--- src/rtl/pc_gen_pkg.sv ---
// -----------------------------------------------------------------------------
// pc_gen_pkg
// Shared definitions for the program-counter unit (the "pc_defs" slice):
//   - redir_sel encodings   : SEL_NONE, SEL_BR, SEL_J, SEL_JR
//   - sequencer states      : ST_BOOT, ST_RUN, ST_FLUSH
//   - default RESET_PC / EXC_PC values
//   - small helpers shared by pc_gen and pc_target
// No ports (package).
// -----------------------------------------------------------------------------
package pc_gen_pkg;

  // Encoding of the redir_sel bus driven by decode/execute.
  typedef enum logic [1:0] {
    SEL_NONE = 2'b00,
    SEL_BR   = 2'b01,
    SEL_J    = 2'b10,
    SEL_JR   = 2'b11
  } redir_sel_e;

  // Fetch sequencer states.
  typedef enum logic [1:0] {
    ST_BOOT  = 2'd0,
    ST_RUN   = 2'd1,
    ST_FLUSH = 2'd2
  } pc_state_e;

  localparam logic [31:0] DEFAULT_RESET_PC = 32'h0000_3000;
  localparam logic [31:0] DEFAULT_EXC_PC   = 32'h0000_4180;

  // Byte distance between consecutive instruction words.
  localparam logic [31:0] PC_STEP = 32'd4;

  // Bubble counter width; FLUSH_CYC is limited to 0..3.
  localparam int FLUSH_CNT_W = 2;

  // A word address must have its two low bits clear.
  function automatic logic is_misaligned(input logic [1:0] low_bits);
    return (low_bits != 2'b00);
  endfunction

endpackage

--- src/rtl/pc_gen_target.sv ---
// -----------------------------------------------------------------------------
// pc_target
// Purely combinational redirect calculator: decides whether a resolved control
// instruction redirects fetch and which address it redirects to. Kept separate
// so a branch-predictor block can reuse the same target arithmetic.
//
// Parameters:
//   WIDTH        PC/address width (>= 28)
// Ports:
//   redir_valid  in   control instruction resolved this cycle
//   redir_sel    in   2-bit redirect kind (see redir_sel_e)
//   redir_base   in   PC of the control instruction
//   br_taken     in   branch condition true
//   br_imm       in   signed branch offset in words
//   j_imm        in   26-bit jump index
//   jr_target    in   register-jump target
//   link_addr    out  redir_base + 4
//   target       out  selected redirect target (raw, unchecked)
//   redir_taken  out  a redirect applies this cycle
// All arithmetic wraps modulo 2^WIDTH.
// -----------------------------------------------------------------------------
module pc_target
  import pc_gen_pkg::*;
#(
  parameter int WIDTH = 32
) (
  input  logic             redir_valid,
  input  logic [1:0]       redir_sel,
  input  logic [WIDTH-1:0] redir_base,
  input  logic             br_taken,
  input  logic [15:0]      br_imm,
  input  logic [25:0]      j_imm,
  input  logic [WIDTH-1:0] jr_target,
  output logic [WIDTH-1:0] link_addr,
  output logic [WIDTH-1:0] target,
  output logic             redir_taken
);

  redir_sel_e       sel;
  logic [WIDTH-1:0] br_off;
  logic [WIDTH-1:0] br_target;
  logic [WIDTH-1:0] j_target;

  assign sel       = redir_sel_e'(redir_sel);
  assign link_addr = redir_base + WIDTH'(PC_STEP);

  // Word offset sign-extended to WIDTH and scaled to bytes.
  assign br_off    = {{(WIDTH-18){br_imm[15]}}, br_imm, 2'b00};
  assign br_target = link_addr + br_off;

  // The jump keeps the region bits of the delay-slot address (link_addr);
  // with WIDTH == 28 there is no region and the index fills the PC.
  if (WIDTH > 28) begin : g_j_region
    assign j_target = {link_addr[WIDTH-1:28], j_imm, 2'b00};
  end else begin : g_j_flat
    assign j_target = {j_imm, 2'b00};
  end

  always_comb begin
    target      = link_addr;
    redir_taken = 1'b0;
    case (sel)
      SEL_BR: begin
        target      = br_target;
        redir_taken = redir_valid & br_taken;
      end
      SEL_J: begin
        target      = j_target;
        redir_taken = redir_valid;
      end
      SEL_JR: begin
        target      = jr_target;
        redir_taken = redir_valid;
      end
      default: begin
        target      = link_addr;
        redir_taken = 1'b0;
      end
    endcase
  end

endmodule

--- src/rtl/pc_gen.sv ---
// -----------------------------------------------------------------------------
// pc_gen
// Program-counter unit: owns the PC register, applies redirects from the
// decode/execute path, inserts post-redirect bubbles and issues instruction
// fetch requests to the instruction memory.
//
// Build option: define PC_ALIGN_CHECK_EN to trap misaligned redirect targets
// to EXC_PC and pulse align_err for one cycle. Without it targets load
// unchecked, jr targets have bits [1:0] cleared, and align_err stays 0.
//
// Parameters:
//   WIDTH      PC/address width (>= 28)
//   RESET_PC   PC after reset (truncated to WIDTH)
//   FLUSH_CYC  bubble cycles after a redirect (0..3)
//   EXC_PC     trap target for a misaligned redirect (align check builds)
// Ports:
//   clk, rst     rising-edge clock, asynchronous active-high reset
//   stall        hold PC and sequencer state
//   if_ready     instruction memory accepts the request
//   fetch_valid  fetch request valid (registered)
//   fetch_pc     fetch address (the PC register)
//   redir_*      redirect request from decode/execute (see pc_target)
//   br_taken, br_imm, j_imm, jr_target   target operands
//   link_addr    redir_base + 4 for link writeback (combinational)
//   redir_taken  redirect applied this cycle (combinational)
//   align_err    one-cycle misaligned-target flag (registered)
//   dbg_state    current sequencer state, for observation only
//
// Fetch handshake: a request transfers on a rising edge where
// fetch_valid && if_ready, no stall and no redirect; once raised,
// fetch_valid and fetch_pc stay stable until that transfer or a redirect.
// A redirect wins over a same-cycle transfer, which is then dropped.
// -----------------------------------------------------------------------------
module pc_gen
  import pc_gen_pkg::*;
#(
  parameter int          WIDTH     = 32,
  parameter logic [31:0] RESET_PC  = DEFAULT_RESET_PC,
  parameter int          FLUSH_CYC = 1,
  parameter logic [31:0] EXC_PC    = DEFAULT_EXC_PC
) (
  input  logic             clk,
  input  logic             rst,
  input  logic             stall,
  input  logic             if_ready,
  output logic             fetch_valid,
  output logic [WIDTH-1:0] fetch_pc,
  input  logic             redir_valid,
  input  logic [1:0]       redir_sel,
  input  logic [WIDTH-1:0] redir_base,
  input  logic             br_taken,
  input  logic [15:0]      br_imm,
  input  logic [25:0]      j_imm,
  input  logic [WIDTH-1:0] jr_target,
  output logic [WIDTH-1:0] link_addr,
  output logic             redir_taken,
  output logic             align_err,
  output pc_state_e        dbg_state
);

  localparam logic [WIDTH-1:0]       RST_PC_W   = WIDTH'(RESET_PC);
  localparam logic [WIDTH-1:0]       STEP_W     = WIDTH'(PC_STEP);
  localparam logic [FLUSH_CNT_W-1:0] FLUSH_INIT = FLUSH_CNT_W'(FLUSH_CYC);

  // Reject parameter sets the datapath cannot represent.
  if (WIDTH < 28 || FLUSH_CYC < 0 || FLUSH_CYC > 3 || EXC_PC[1:0] != 2'b00)
  begin : g_param_check
    $error("pc_gen: illegal WIDTH, FLUSH_CYC or EXC_PC");
  end

  // ---------------------------------------------------------------------------
  // Redirect target
  // ---------------------------------------------------------------------------
  logic [WIDTH-1:0] target;
  logic [WIDTH-1:0] load_pc;
  logic             target_bad;

  pc_target #(
    .WIDTH (WIDTH)
  ) u_target (
    .redir_valid (redir_valid),
    .redir_sel   (redir_sel),
    .redir_base  (redir_base),
    .br_taken    (br_taken),
    .br_imm      (br_imm),
    .j_imm       (j_imm),
    .jr_target   (jr_target),
    .link_addr   (link_addr),
    .target      (target),
    .redir_taken (redir_taken)
  );

`ifdef PC_ALIGN_CHECK_EN
  // Any redirect kind may be misaligned (a bad redir_base skews branch and
  // jump targets too), so the check covers the selected target.
  assign target_bad = is_misaligned(target[1:0]);
  assign load_pc    = target_bad ? WIDTH'(EXC_PC) : target;
`else
  // Only jr takes an arbitrary register value; its low bits are dropped so
  // fetch always sees a word address.
  assign target_bad = 1'b0;
  assign load_pc    = (redir_sel == SEL_JR) ? {target[WIDTH-1:2], 2'b00}
                                            : target;
`endif

  // ---------------------------------------------------------------------------
  // PC register and fetch sequencer
  // ---------------------------------------------------------------------------
  logic [WIDTH-1:0]       pc;
  pc_state_e              state;
  logic [FLUSH_CNT_W-1:0] flush_cnt;
  logic                   align_err_q;

  always_ff @(posedge clk or posedge rst) begin
    if (rst) begin
      pc          <= RST_PC_W;
      state       <= ST_BOOT;
      flush_cnt   <= '0;
      fetch_valid <= 1'b0;
      align_err_q <= 1'b0;
    end else begin
      // The flag only lives for the cycle after the trapped redirect.
      align_err_q <= 1'b0;

      if (redir_taken) begin
        // Redirect beats stall and any same-cycle fetch transfer.
        pc          <= load_pc;
        align_err_q <= target_bad;
        if (FLUSH_CYC > 0) begin
          state       <= ST_FLUSH;
          flush_cnt   <= FLUSH_INIT;
          fetch_valid <= 1'b0;
        end else begin
          state       <= ST_RUN;
          flush_cnt   <= '0;
          fetch_valid <= 1'b1;
        end
      end else if (!stall) begin
        case (state)
          ST_BOOT: begin
            state       <= ST_RUN;
            fetch_valid <= 1'b1;
          end
          ST_RUN: begin
            fetch_valid <= 1'b1;
            if (if_ready) begin
              pc <= pc + STEP_W;
            end
          end
          ST_FLUSH: begin
            // Leave on the cycle the count would hit zero, so exactly
            // FLUSH_CYC bubbles are seen on fetch_valid.
            flush_cnt <= flush_cnt - 1'b1;
            if (flush_cnt <= FLUSH_CNT_W'(1)) begin
              state       <= ST_RUN;
              fetch_valid <= 1'b1;
            end
          end
          default: begin
            state       <= ST_BOOT;
            flush_cnt   <= '0;
            fetch_valid <= 1'b0;
          end
        endcase
      end
      // stall without redirect: pc, state and flush_cnt hold.
    end
  end

  assign fetch_pc  = pc;
  assign align_err = align_err_q;
  assign dbg_state = state;

endmodule

--- config.mk ---
export PLATFORM = sky130hd
export DESIGN_NAME = pc_gen
export DESIGN_NICKNAME = d
export VERILOG_FILES = /design/src/rtl/pc_gen_pkg.sv /design/src/rtl/pc_gen_target.sv /design/src/rtl/pc_gen.sv
export SDC_FILE = /design/constraint.sdc
export NUM_CORES = 1
export LEC_CHECK = 0
export ABC_AREA = 1
export CAP_MARGIN = 20
export CORE_ASPECT_RATIO = 2
export CORE_UTILIZATION = 35
export DETAILED_ROUTE_END_ITERATION = 10
export GPL_TIMING_DRIVEN = 0
export PLACE_DENSITY = 0.66
export SYNTH_ARGS = -nofsm -noshare
export SYNTH_HDL_FRONTEND = slang
export SYNTH_SLANG_ARGS = --single-unit
--- constraint.sdc ---
create_clock -name clk -period 1.8 [get_ports clk]
set_input_delay 0.18 -clock clk [delete_from_list [all_inputs] [get_ports clk]]
set_output_delay 0.18 -clock clk [all_outputs]
set_load 0.01 [all_outputs]
Yosys cells after proc, flatten, opt, wreduce, memory -nomap -nowiden:

Cells that the tools add are included.

* word-level logic and storage cells: 46
* bits in registers: 37
* bits of input ports: 114
* output and inout bits: 69

* muxes and demuxes: 18
* reductions and logical operators: 9
* magnitude comparators: 1
* equal/unequal tests: 9
* add/subtract/negate cells: 4
* bitwise gates (word level): 1

Operators by type and width (number)
* 32-bit 2-to-1 mux: 4
* 32-bit case mux with 3 select lines: 1
* 32-bit by 3-bit adder with 32-bit output (second input constant): 2
* 32-bit adder: 1
* 2-bit 2-to-1 mux: 6
* 2-bit equality test (second input constant): 3
* 2-bit case mux with 3 select lines: 1
* 3-bit AND reduction: 2
* 2-bit by 1-bit equality test with 1-bit output (second input constant): 2
* 2-bit by 1-bit inequality test with 1-bit output (second input constant): 2
* 1-bit case mux with 2 select lines: 2
* 2-bit case mux with 2 select lines: 1
* 2-bit AND reduction: 2
* 2-bit nonzero test: 2
* 2-bit OR reduction: 2
* 1-bit 2-to-1 mux: 3
* 3-bit inequality test (second input constant): 1
* 2-bit by 1-bit less-or-equal comparator with 1-bit output (second input constant): 1
* 2-bit logical NOT: 1
* 2-bit inequality test (second input constant): 1
* 2-bit by 1-bit subtractor with 2-bit output (second input constant): 1
* 1-bit bitwise AND: 1

Depth between registers and ports, before layout:

* depth after elaboration: 5
* depth in mapped cells: 24
* gate-level depth less buffers: 24

Cells and area by module:

Synthesis repeated with hierarchy kept, for this count alone.

* cells, all modules: 1086
* area, all modules: 6234.7 µm²

By module, submodules not included
* pc_target: times used 1, cells each 711, area each 3654.8 µm², seq. area each 0.0 µm²
* pc_gen: times used 1, cells each 375, area each 2580.0 µm², seq. area each 928.4 µm²

Worst setup path before layout:

OpenSTA, ideal clock, no wires.

* path type: input -> register
* start: input redir_base[2]
* end: register pc[31] (netlist: fetch_pc[31])
* arrival time: 2554 ps
* stages on the path: 20
* path slack: -874 ps
* data required time: 1680 ps
* path buffers: 0
* setup time: 120 ps
* cell sequence: ha_1 -> nand2_1 -> nor2_1 -> nand4_1 -> nor2_1 -> and3_1 -> nand4_1 -> xnor2_1 -> ha_1 -> nand2_1 -> inv_1 -> nand3_1 -> nor3b_1 -> nand2_1 -> nand2_1 -> nand2_1 -> nand3_1 -> nand2_1 -> nand2_1 -> a21oi_2

* cells in the longest elaborated chain, start to end: 4

RTL lines
* start: declaration: RTL line pc_gen.sv:50 `input logic [WIDTH-1:0] redir_base,`
* 32-bit by 3-bit adder with 32-bit output: RTL line pc_gen_target.sv:45 `assign link_addr = redir_base + WIDTH'(PC_STEP);`
* net link_addr[26]: RTL line pc_gen.sv:55 `output logic [WIDTH-1:0] link_addr,`
* 32-bit adder: RTL line pc_gen_target.sv:49 `assign br_target = link_addr + br_off;`
* 32-bit case mux with 3 select lines: RTL line pc_gen_target.sv:62 `case (sel)`
* 32-bit 2-to-1 mux: RTL line pc_gen.sv:125 `if (redir_taken) begin`
* end signal: assignment: RTL line pc_gen.sv:127 `pc <= load_pc;`
* end signal: assignment: RTL line pc_gen.sv:147 `pc <= pc + STEP_W;`
* end: declaration: RTL line pc_gen.sv:109 `logic [WIDTH-1:0] pc;`

The timed path passes the listed nets, and every way through them passes these cells.
A chain may end at the register's enable or synchronous reset.

Final worst setup path:

* start: input redir_base[2]
* end: register pc[31] (netlist: fetch_pc[31])

* cells in the longest elaborated chain, start to end: 4

RTL lines (RTL line)
* 32-bit by 3-bit adder with 32-bit output (*): pc_gen_target.sv:45
* 32-bit adder: pc_gen_target.sv:49
* 32-bit case mux with 3 select lines (*): pc_gen_target.sv:62
* 32-bit 2-to-1 mux (*): pc_gen.sv:125

Every way passes the cells marked *; elsewhere a longest branch is shown, timed or not.

==> run summary <==
Tcrit/Tclk final -> 149%
Met1 Routed Length -> 8.36 mm
Largest family of logic cells by synthesized area -> simple AND/OR/NAND/NOR gates
Most common cell in the synthesized netlist -> nand2_1
Number of enable flip-flop cells after synthesis -> 0
Syn Area/Cell -> 6.18 um2
Lkg Pwr -> 0.00468 uW
Startpoint Class -> input port
Placed wire-length estimate -> 19.4 mm
Area after DPL -> 0.00803 mm2
Design Power -> 5400 uW
YS warnings -> 0
Max incr delay on CP -> 340 ps
Starting density of the core -> 35.9%
Clk sinks -> 37
Syn Nets -> 1,067
Post-layout min period -> 2670 ps
Setup violators final -> 34
Cell area power density -> 528 mW/mm2
Worst EP arrival -> 2890 ps
Layout Nets -> 1,346
IO Port Bufs -> 179
Share of layout cells above drive strength 1 -> 40.2%
CTS tree -> done
Setup crit end kind -> flop
Adder and majority gate portion of the synthesized area -> 8.54%
Largest area contributor in the netlist -> nand2_1
Routed WL -> 26.7 mm
Crit-path cells -> buf_8 > buf_6 > clkinvlp_4 > nor2_4 > nand2_4 > nor2_8 > nand2_4 > buf_4 > xor2_2 > ha_1 > nand2_2 > nor2_2 > nand2_2 > nor3b_4 > a21oi_2 > nand2_1 > nand3_2 > nand2_2 > nand2_2 > a21oi_2
Drt initial violations -> 344
Gate Count Post-Synth -> 915
Core ar. -> 0.0158 mm2
Gr usage total -> 30.1%
Max-slew headroom -> 42.8%
Critical path's most frequent cell -> nand2_2
Ys async rst share -> 100%
Post-synth top area share -> 17.3%
Synth top cells by count -> 260 x nand2_1, 117 x inv_1, 78 x nor2_1
Fillers -> 1,315
Worst-Margin Slew -> 856 ps
Post-synthesis register bit count -> 37
Distinct cell type count of the synthesized netlist -> 61
Clock root buffer -> clkbuf_16
Slew Viols, Final -> 0
Synth Area in XOR/XNOR -> 4.95%
Routed met2 length -> 15.3 mm
Drt pass-1 iters -> 5
Post-Synth Simple-Gate Area -> 43.2%
Die footprint -> 0.0167 mm2
RSZ-0062 raised after global routing -> yes
Ranking of synthesized cells by area -> nand2_1 17%, dfrtp_1 15%, ha_1 8.2%
Crit path max-delay cell type -> ha_1
CP Max Fanout -> 5
Worst skew pair latency -> 290 ps
Max Used Layer -> met4
Fin. Hold Viols -> 0
Maximum VDD drop -> 0.448 mV
First-pass GRT wire length -> 38.8 mm
Met3 wire len -> 992 um
Maxcap violations -> 0
Vert. Die Dim -> 182 um
Post-Syn Area -> 0.00566 mm2
Number of global-route vias before repair -> 7,621
Final setup margin -> -873 ps
Remaining DRCs -> 0
Synth Area in Compound Gates -> 16.8%
Vias per Instance -> 5.51
Mean routed wirelength per cell -> 19.1 um
CTS buffer count -> 5
GRT overflow -> 0
Critical path type -> input port to flop
H-tree depth -> 2
Worst Hold Class -> input port to async pin
Seq/Total Area, Yosys -> 16.4%
Status -> finished, violations left
Failing checks -> setup timing
Diodes inserted -> 0
Clock Pin Slew Worst Setup and Hold Paths -> 60 ps
Max Clk Rate -> 374 MHz
Clock Tree Buf Depth -> 2
Final instance area -> 0.0102 mm2
Pre-CTS WS -> -2100 ps
Core Util, Final -> 64.9%
Initial antenna violation count -> 0
Post-synthesis mux area share -> 0%
Via count -> 7,696
Routed Antenna Nets -> 0
Die width -> 91.9 um
Largest net degree at the start of global routing -> 38
I/O Pins -> 183
Worst EP required -> 2020 ps
Synthesis-to-layout area growth -> 81.0%
GPL Wtd Cong -> 0.979
Top FF cell, synth -> dfrtp_1
FP Rows -> 65
Worst Skew -> 4.10 ps
==> through the flow <==
stage	instances	setup TNS, ps	hold slack [ps]
6_report	1396	-17370	386
5_1_grt	1396	-20980	482
4_1_cts	1373	-14550	419
3_5_place_dp	1295	-69720	489
3_3_place_gp	1295	-74270	475
2_1_floorplan	915	-12630	275
==> flip-flops by register name, summed over array words and instances, names as in the netlist <==
register,count
dbg_state,2
fetch_valid,1
flush_cnt,2
fetch_pc,32
==> layout by cell type (no fill, tap or decap), types with 16 or more instances in the layout <==
cell type        synthesis  final
nand4_1                 24     24
nand3_2                  2     23
buf_6                    0     45
nand2_2                  7     57
nor2_2                  11     22
nand3_1                 68     42
nand2_4                  1     29
dfrtp_1                 35     35
inv_2                    4     23
a21oi_1                 55     21
clkdlybuf4s50_1          0    122
buf_4                    6     74
a21oi_2                  2     29
inv_1                  117     94
ha_4                     0     19
nor2_1                  78     47
o21ai_0                 30     16
nand2_1                260    182
nor2_4                   7     27
==> logic make-up (layout without fill, tap and decap cells) <==
group,after synthesis,in the layout
other,1,1
buffers and inverters,143,423
AO/OA/AOI/OAI,150,150
AND/OR/NAND/NOR,514,514
adder cells (fa/ha/maj),38,38
XOR/XNOR,32,32
flip-flops,37,37
==> where the power goes <==
part           switching [uW]  internal (uW)  leakage (uW)
logic                    1750           1500       0.00419
clock network             364            509     0.0000706
registers                 275           1010      0.000427
==> final cells by class <==
cell class	instances	area (um2)	share of cell area, %
Tap cell	201	251	2.46
Sequential cell	37	928	9.07
Clock buffer	6	129	1.26
Buffer	20	126	1.23
Timing Repair Buffer	272	2560	25.1
Inverter	123	473	4.62
Clock inverter	2	10.0	0.0978
Multi-Input combinational cell	735	5750	56.2
==> critical path, delay by kind of cell <==
family	cells	cell delay, ps
simple gates	12	1540
buf+inv	4	440
fa+ha+maj	1	340
compound gates	2	220
xor+xnor	1	160
==> timing repair <==
action	in CTS	in global routing
gates resized for setup	389	154
setup buffers	75	30
endpoints found under the hold margin	0	0
hold buffers	0	0
pin swaps	92	97
endpoints found under the setup margin	65	51
==> final timing paths <==
kind	endpoint	start	slack (ps)	cells past startpoint
max in group asynchronous	fetch_pc[1]	rst	870	2
min in group clk	fetch_pc[0]	fetch_pc[0]	500	1
worst max-delay path	fetch_pc[31]	redir_base[2]	-870	20
worst min-delay path	fetch_pc[3]	rst	390	2
worst max register to register	fetch_pc[18]	fetch_pc[2]	-360	11
worst min register to register	fetch_pc[0]	fetch_pc[0]	500	1
==> metal layers <==
layer | vias to the layer above | GRT usage (%)
li1 | 3609 | -
met5 | - | 0
met4 | 0 | 19.7
met2 | 336 | 62.2
met3 | 133 | 2.55
met1 | 3618 | 26.3
No activity file was read; power rests on OpenSTA's default activity.
